<file path="config.mk">
export PLATFORM = sky130hd
export DESIGN_NAME = softmax_stream_sequencer
export DESIGN_NICKNAME = d
export VERILOG_FILES = /design/src/rtl/softmax_seq_pkg.sv /design/src/rtl/softmax_max_compare.sv /design/src/rtl/softmax_stream_sequencer.sv
export SDC_FILE = /design/constraint.sdc
export NUM_CORES = 1
export LEC_CHECK = 0
export CORE_MARGIN = 1
export CORE_UTILIZATION = 45
export CTS_CLUSTER_DIAMETER = 80
export DETAILED_ROUTE_END_ITERATION = 12
export HOLD_SLACK_MARGIN = 0.1
export PLACE_DENSITY = 0.75
export SLEW_MARGIN = 20
export SYNTH_ARGS = -nofsm -noshare
export SYNTH_HDL_FRONTEND = slang
export SYNTH_SLANG_ARGS = --single-unit
</file>
<file path="constraint.sdc">
create_clock -name clk -period 2.8 [get_ports clk]
set_input_delay 0.56 -clock clk [delete_from_list [all_inputs] [get_ports clk]]
set_output_delay 0.56 -clock clk [all_outputs]
set_load 0.02 [all_outputs]
</file>
<file path="src/rtl/softmax_seq_pkg.sv">
// softmax_seq_pkg: shared states and sizing for the softmax stream sequencer
package softmax_seq_pkg;
  typedef enum logic [1:0] {COLLECT, WAIT, DRAIN} state_t;
  localparam int VEC_LEN = 4;
  localparam int IDX_W = $clog2(VEC_LEN);
endpackage

</file>
<file path="src/rtl/softmax_max_compare.sv">
// softmax_max_compare: combinational a > b for signed fixed-point or sign-magnitude float words
// ports: a, b operands; gt high when a is strictly greater than b (+0 and -0 compare equal)
module softmax_max_compare #(
  parameter int ARITH_TYPE = 1,
  parameter int DATA_WIDTH = 32,
  parameter int E = 8,
  parameter int M = 23
) (
  input  logic [DATA_WIDTH-1:0] a,
  input  logic [DATA_WIDTH-1:0] b,
  output logic                  gt
);
  localparam int MW = E + M;
  logic sa, sb;
  logic [MW-1:0] ma, mb;
  assign sa = a[DATA_WIDTH-1];
  assign sb = b[DATA_WIDTH-1];
  assign ma = a[MW-1:0];
  assign mb = b[MW-1:0];
  // float: opposite signs -> positive wins unless both are zero; negatives order by smaller magnitude
  assign gt = ARITH_TYPE != 0 ? $signed(a) > $signed(b)
            : sa != sb ? !sa && (ma != '0 || mb != '0)
            : sa ? ma < mb : ma > mb;
endmodule

</file>
<file path="src/rtl/softmax_stream_sequencer.sv">
// softmax_stream_sequencer: groups 4 streamed logits, hands them with their max to a softmax block, streams results back
// ports: clk/reset (async, active-low); s_valid/s_data/s_ready logit stream in;
//   softmax_enable, sm_in1..4, sm_max to softmax; sm_out_1..4, softmax_output_ready from softmax;
//   m_valid/m_data/m_last/m_ready result stream out; busy (not collecting); timeout_err (sticky)
module softmax_stream_sequencer
  import softmax_seq_pkg::*;
#(
  parameter int ARITH_TYPE = 1,
  parameter int DATA_WIDTH = 32,
  parameter int INTEGER = 10,
  parameter int FRACTION = 22,
  parameter int E = 8,
  parameter int M = 23,
  parameter int TIMEOUT = 1024
) (
  input  logic                  clk,
  input  logic                  reset,
  input  logic                  s_valid,
  input  logic [DATA_WIDTH-1:0] s_data,
  output logic                  s_ready,
  output logic                  softmax_enable,
  output logic [DATA_WIDTH-1:0] sm_in1,
  output logic [DATA_WIDTH-1:0] sm_in2,
  output logic [DATA_WIDTH-1:0] sm_in3,
  output logic [DATA_WIDTH-1:0] sm_in4,
  output logic [DATA_WIDTH-1:0] sm_max,
  input  logic [DATA_WIDTH-1:0] sm_out_1,
  input  logic [DATA_WIDTH-1:0] sm_out_2,
  input  logic [DATA_WIDTH-1:0] sm_out_3,
  input  logic [DATA_WIDTH-1:0] sm_out_4,
  input  logic                  softmax_output_ready,
  output logic                  m_valid,
  output logic [DATA_WIDTH-1:0] m_data,
  output logic                  m_last,
  input  logic                  m_ready,
  output logic                  busy,
  output logic                  timeout_err
);
  // the word layout of the selected number format; equals DATA_WIDTH for consistent parameters
  localparam int CMP_W = ARITH_TYPE != 0 ? INTEGER + FRACTION : 1 + E + M;
  localparam int WC_W = TIMEOUT > 1 ? $clog2(TIMEOUT) : 1;
  state_t state, state_nx;
  logic [IDX_W-1:0] count, idx;
  logic [DATA_WIDTH-1:0] slot [VEC_LEN];
  logic [DATA_WIDTH-1:0] res [VEC_LEN];
  logic [DATA_WIDTH-1:0] max_q;
  logic [WC_W-1:0] wcnt;
  logic gt, accept, got, tmo, out_hs;
  softmax_max_compare #(
    .ARITH_TYPE(ARITH_TYPE),
    .DATA_WIDTH(CMP_W),
    .E(E),
    .M(M)
  ) u_cmp (
    .a(s_data),
    .b(max_q),
    .gt(gt)
  );
  assign s_ready = state == COLLECT;
  assign softmax_enable = state == WAIT;
  assign m_valid = state == DRAIN;
  assign busy = state != COLLECT;
  assign m_data = res[idx];
  assign m_last = m_valid && idx == IDX_W'(VEC_LEN - 1);
  assign sm_in1 = slot[0];
  assign sm_in2 = slot[1];
  assign sm_in3 = slot[2];
  assign sm_in4 = slot[3];
  assign sm_max = max_q;
  assign accept = s_valid && s_ready;
  assign got = softmax_enable && softmax_output_ready;
  assign tmo = TIMEOUT != 0 && int'(wcnt) == TIMEOUT - 1;
  assign out_hs = m_valid && m_ready;
  always_comb begin
    state_nx = state == COLLECT ? (accept && count == IDX_W'(VEC_LEN - 1) ? WAIT : COLLECT)
             : state == WAIT ? (softmax_output_ready ? DRAIN : tmo ? COLLECT : WAIT)
             : (out_hs && m_last ? COLLECT : DRAIN);
  end
  always_ff @(posedge clk or negedge reset) begin
    if (!reset) begin
      state <= COLLECT;
      count <= '0;
      idx <= '0;
      wcnt <= '0;
      max_q <= '0;
      timeout_err <= 1'b0;
      for (int i = 0; i < VEC_LEN; i++) begin
        slot[i] <= '0;
        res[i] <= '0;
      end
    end else begin
      state <= state_nx;
      wcnt <= softmax_enable ? wcnt + 1'b1 : '0;
      if (accept) begin
        slot[count] <= s_data;
        max_q <= count == '0 || gt ? s_data : max_q;
        count <= count + 1'b1;
      end
      if (got) begin
        res[0] <= sm_out_1;
        res[1] <= sm_out_2;
        res[2] <= sm_out_3;
        res[3] <= sm_out_4;
      end
      if (softmax_enable && !softmax_output_ready && tmo) timeout_err <= 1'b1;
      if (out_hs) idx <= idx + 1'b1;
    end
  end
endmodule

</file>
==> run metrics, run 1 <==
critical path class in -> reg; mapped cell area 13200 µm²; syn_nets 1050; fmax 352 MHz; routability cong. 0.810; final setup vio count 26; power density cells 1270 nW/µm²; Buf+Inv Stages, Crit Path 3; io pins 363; layout cells sized above 1 0.348; total gr overflow 0; worst reg-to-reg path cell count 10; CTS Buf Count 34; EDFF count, synth 0; ranking of synthesized cells by area dfrtp_1 58%, mux2_2 22%, mux4_2 5.5%; Multi-input gate area 5230 µm²; first-pass GRT wire length 53800 µm; die area 30000 µm²; grt met3 use 0.0783; CTS tree built; Clock Latency Late Sink 0.50 ns; Synth top area share 0.578; YS warnings 0; CP endpoint kind flop; Pleak 8.32 nW; Starting Density 0.458; # DRC 0; worst-path cell chain clkdlybuf4s50_1, ha_1, nor2b_1, o211ai_1, a2111oi_1, o31a_2, o311ai_4, buf_4, buf_12, mux2_2; Crit Path Max Fanout 8; Startpoint Class input port; top-count cell post-synth dfrtp_1; top cells by count, synth 305 x dfrtp_1, 253 x mux2_2, 38 x ha_1, 36 x inv_1, 32 x mux4_2; die width 173 µm; unrepaired setup endpoints after global routing true; antenna viol nets, final 0; Fin. Hold Viols 0; number of vias per cell 5.12; CP required 3.17 ns; maxcap violations 0; Worst Tran Pin Value 0.637 ns; Yosys reg bits 305; Core Region 28800 µm²; failing checks negative setup slack; GRT Total Usage 0.231; R2R Path Start sm_max[1]$_DFFE_PN0P_; Tmin final 2.84 ns; met2 Usage GRT 0.380; Inst Count DP 1616; worst reg-to-reg setup slack 0.07 ns; Critical Path AT 3.22 ns; Max Slew Vio Count 0; GR Util met1 0.291; via count 8609; largest area contributor in the netlist dfrtp_1; Clock Skew 0.0168 ns; clk sinks 305; Final nets 1476; detailed placer's ending HPWL 25000 µm; clk slew on worst S/H paths 0.06 ns; die height 173 µm; Gate Count Post-Synth 847; mean post-synth cell area 15.6 µm²; critical path's largest stage delay 0.45 ns; fill cell count 2110; asr flop ratio synth 1.00; GRT busiest layer met2; Hold Path End wcnt[0]$_DFF_PN0_; Cell Rows 62; fin area 18900 µm²; status finished, violations left; setup ws final -0.0445 ns; critical path's top delay family compound AO/OA/AOI/OAI gates; crit share post-route 1.02; H-tree depth 2; vias in the first global route 9196; sequential share of the synthesized area 0.578; Total Negative Setup Slacks -0.333 ns; Netlist cell types 43; Critical R2R Capture sm_max[0]$_DFFE_PN0P_; WHS Path Cells 1; hold path startpoint wcnt[0]$_DFF_PN0_; Syn-to-layout area delta 43.1%; WL final 33800 µm; worst min path class reg -> reg; clock root cell clkbuf_16; Slew HR 0.575; fin cells 1680; worst-case clock buffer depth 3; DP Area 17700 µm²; drt initial violations 352; WL/cell 20.1 µm; antenna violations before repair 2; VDD IR max 0.000581 V; largest net degree at the start of global routing 76; Initial DRT Pass Iterations 4; FF/Latch Area 7630 µm²; critical-path cell with the highest stage delay clkdlybuf4s50_1; Main synth FF type dfrtp_1; IO Port Bufs 362
==> where the power goes <==
group / internal, mW / total [mW] / switching [mW] / leakage [nW]
registers: 6.61 / 7.90 / 1.28 / 3.66
logic: 6.36 / 11.7 / 5.35 / 4.12
clock network: 2.64 / 4.38 / 1.74 / 0.540
total: 15.6 / 24.0 / 8.37 / 8.32
==> layer usage <==
layer / share of wire / vias up / wire (µm)
met1: 0.40 / 4355 / 13600
li1: - / 3892 / -
met3: 0.085 / 53 / 2880
met4: 0.023 / 2 / 775
met5: 0.00038 / - / 13
met2: 0.49 / 307 / 16500
==> registers in the layout, summed over array words and instances, names as in the netlist <==
name / count
res: 128
sm_in1: 32
sm_in2: 32
sm_in3: 32
sm_in4: 32
sm_max: 32
wcnt: 10
count: 2
idx: 2
state: 2
timeout_err: 1
==> cells in the final DEF (no fill, tap or decap), drive strengths merged, types with 8 or more instances in the layout <==
cell           netlist  layout
nand2               14      14
mux2               289     289
dlygate4sd2          0      31
ha                  38      38
mux4                32      32
dfrtp              305     305
nor2                17      17
buf                 24      68
clkbuf              17      49
clkdlybuf4s50        0     329
a21oi               12      12
inv                 37      38
nand4                8       8
==> final cells by class <==
type | count | area share
multi-input cells | 464 | 0.277
repair buffers | 431 | 0.228
clock buffers | 48 | 0.0521
well taps | 384 | 0.0254
inverters | 37 | 0.00735
diodes | 1 | 0.000133
clock inverters | 10 | 0.00623
flip-flops and latches | 305 | 0.404
==> kinds of logic after synthesis <==
group | share of synthesized area
compound gates | 0.0165
xor+xnor | 0.00664
fa+ha+maj | 0.0360
buf+inv | 0.0267
flops | 0.578
mux | 0.310
simple gates | 0.0259
==> per-stage QoR <==
| stage | utilization | power [mW] | hold slack (ns) | worst slack (ns) |
|---|---|---|---|---|
| after floorplan | - | 14.6 | 0.264 | 0.236 |
| after global placement | 0.617 | 19.7 | 0.447 | -0.461 |
| after detailed placement | 0.617 | 20.0 | 0.451 | -0.486 |
| after CTS | 0.654 | 24.2 | 0.464 | -0.0348 |
| after global routing | 0.656 | 25.3 | 0.488 | -0.0639 |
| final | 0.656 | 24.0 | 0.458 | -0.0445 |
==> repair_timing <==
action	CTS	global route
hold buffers	1	0
pin swaps	0	2
setup buffers	1	2
endpoints found under the setup margin	30	34
cloned	0	1
gates resized for setup	32	4
endpoints found under the hold margin	65	0
==> worst max-delay path by stage <==
stage                  startpoint                      to  cells after the start
2_1_floorplan          s_data[23]  sm_max[10]$_DFFE_PN0P_                      8
3_3_place_gp            s_data[1]   sm_max[0]$_DFFE_PN0P_                      9
3_5_place_dp            s_data[1]  sm_max[31]$_DFFE_PN0P_                      9
4_1_cts        idx[0]$_DFFE_PN0P_              m_data[29]                      3
5_1_grt                s_data[27]   sm_max[0]$_DFFE_PN0P_                     10
6_report                s_data[1]   sm_max[0]$_DFFE_PN0P_                     10
(Power assumes the default switching activity.)
==> run 2, diff against run 1 <==
TNS_END_PERCENT = 100   (was not set)
==> results of run 2 <==
The final DEF is identical to that of run 1; final timing and power are the same.
==> run 3, diff against run 2 <==
PLACE_DENSITY = 0.76   (was 0.75)
==> run metrics, run 3 (same netlist as run 1, synthesis figures left out) <==
WL final 32900 µm (-2.7%); switching share of power 0.343 (-0.00628); maxcap violations 0 (unchanged); clk slew on worst S/H paths 0.06 ns (about the same); CP endpoint kind flop; CTS tree built; Slew HR 0.600 (+0.0249); io pins 363 (unchanged); total gr overflow 0 (unchanged); Clock Latency Late Sink 0.51 ns (about the same); status complete, no violations; Clock Skew 0.0177 ns (+0.000972 ns); # DRC 0 (unchanged); commonest non-fill, non-tap cell in the layout clkdlybuf4s50_1; GRT Total Usage 0.226 (-0.00423); detailed placer's ending HPWL 24100 µm (-3.3%); max FFs per register 128 (unchanged); Flop pwr share 0.324 (-0.005); Pleak 8.41 nW (+1.1%); worst reg-to-reg setup slack 0.12 ns (+0.05 ns); WHS Path Cells 1 (unchanged); worst min path class reg -> reg; post-layout util 0.659 (+0.00296); Tmin final 2.75 ns (-0.0971 ns); antenna violations before repair 1 (-1); Final nets 1477 (+0.068%); Fin. Hold Viols 0 (unchanged); R2R Path Start sm_max[1]$_DFFE_PN0P_; first-pass GRT wire length 53200 µm (-0.97%); layout cells sized above 1 0.348 (unchanged); IO Port Bufs 362 (unchanged); Worst Tran Pin Value 0.599 ns (-0.0373 ns); Starting Density 0.458 (unchanged); Multi-input gate area 5230 µm² (about the same); vias in the first global route 9444 (+2.7%); via count 8612 (+0.035%); final setup vio count 0 (-100%); fmax 364 MHz (+3.5%); Initial DRT Pass Iterations 4 (unchanged); clock share of power 0.189 (+0.006); sw power 8.30 mW (-0.85%); fin area 19000 µm² (+0.45%); die height 173 µm (unchanged); Int Pwr 15.9 mW (+1.9%); critical path class in -> reg; clk sinks 305 (unchanged); clock root cell clkbuf_16; WL/cell 19.6 µm (-2.7%); Cell Rows 62 (unchanged); hold_ws 0.454 ns (-0.00413 ns); crit share post-route 0.981 (-0.0347); worst-case clock buffer depth 3 (unchanged); fill cell count 2097 (-0.62%); largest reg by FF count res; drt initial violations 367 (+4.3%); worst reg-to-reg path cell count 10 (unchanged); Max Slew Vio Count 0 (unchanged); Critical R2R Capture sm_max[21]$_DFFE_PN0P_; routability cong. 0.792 (-2.3%); combinational share of power 0.487 (about the same); power density cells 1280 nW/µm² (+0.52%); fin cells 1680 (unchanged); Startpoint Class input port; DP Area 17700 µm² (-0.18%); die area 30000 µm² (unchanged); most frequent cells in the layout 329 x clkdlybuf4s50_1, 304 x dfrtp_1, 253 x mux2_2; FF/Latch Area 7630 µm² (unchanged); die width 173 µm (unchanged); Inst Count DP 1615 (-0.062%); Core Region 28800 µm² (unchanged); largest net degree at the start of global routing 74 (-2.6%); antenna viol nets, final 0 (unchanged); Critical Path AT 3.13 ns (-0.09 ns); Syn-to-layout area delta 43.8%; Hold Path End wcnt[0]$_DFF_PN0_; H-tree depth 2 (unchanged); CTS Buf Count 34 (unchanged); number of vias per cell 5.13 (about the same); VDD IR max 0.000604 V (+4.0%); CP required 3.18 ns (about the same); hold path startpoint wcnt[0]$_DFF_PN0_; Crit Path Max Fanout 6 (-2)
## run 3: changes by cell type in the layout (fill, tap and decap cells not counted), sizes merged
cell / before / now
bufinv: 2 / 3
inv: 38 / 37
dlygate4sd2: 31 / 26
clkinv: 6 / 3
clkbuf: 49 / 53
dlymetal6s2s: 1 / 6
clkinvlp: 1 / 0
## run 3: power groups by stage
stage | logic [mW] | registers (mW) | clock network (mW)
after floorplan | 5.52 | 9.05 | 0
after global placement | 11.8 | 7.85 | 0
after detailed placement | 12.0 | 7.94 | 0
after CTS | 11.8 | 7.86 | 4.69
after global routing | 12.6 | 8.15 | 4.87
final | 11.8 | 7.85 | 4.57
## run 3: how the worst max path moves through the flow
stage,from,slack [ns],to,cells past startpoint
final,s_data[1],0.05,sm_max[21]$_DFFE_PN0P_,10
after global routing,s_data[1],-0.05,sm_max[0]$_DFFE_PN0P_,10
after CTS,idx[0]$_DFFE_PN0P_,0.002,m_data[0],3
after detailed placement,s_data[7],-0.47,sm_max[0]$_DFFE_PN0P_,10
after global placement,s_data[1],-0.43,sm_max[0]$_DFFE_PN0P_,9
after floorplan,s_data[23],0.24,sm_max[10]$_DFFE_PN0P_,8
## run 3: area by class of cell
class | count | share of cell area
inverters | 37 | 0.00732
clock buffers | 51 | 0.0558
flip-flops and latches | 305 | 0.402
clock inverters | 6 | 0.00554
repair buffers | 432 | 0.228
diodes | 1 | 0.000132
multi-input cells | 464 | 0.276
well taps | 384 | 0.0253
## run 3: through the flow
stage	setup TNS, ns	setup WS, ns	power [mW]
after floorplan	0	0.236	14.6
after global placement	-12.48	-0.432	19.6
after detailed placement	-13.35	-0.469	19.9
after CTS	0	0.00157	24.3
after global routing	-1.06	-0.0475	25.6
final	0	0.0527	24.2
## run 3: repair_timing
| action | 4_1_cts | 5_1_grt |
|---|---|---|
| endpoints found under the hold margin | 64 | 0 |
| gates cloned | 0 | 3 |
| endpoints found under the setup margin | 29 | 38 |
| resized for setup | 26 | 11 |
| setup buffers | 1 | 2 |
| pin swaps | 0 | 4 |
| hold buffers | 1 | 0 |
## run 3: metal layers
layer  global-route usage  vias up  wire length, µm
met5                    0        -                0
met4               0.0612        0              941
met3               0.0768       59             2760
met2                0.372      302            15800
met1                0.286     4359            13400
li1                     -     3892                -
## run 3: worst max-delay path, cell delays in order
cell	delay, ns
clkdlybuf4s50_1	0.51
ha_1	0.25
nor2b_1	0.13
o211ai_1	0.24
a2111oi_1	0.13
o31a_2	0.32
o311ai_4	0.32
buf_4	0.19
clkbuf_16	0.16
mux2_4	0.30
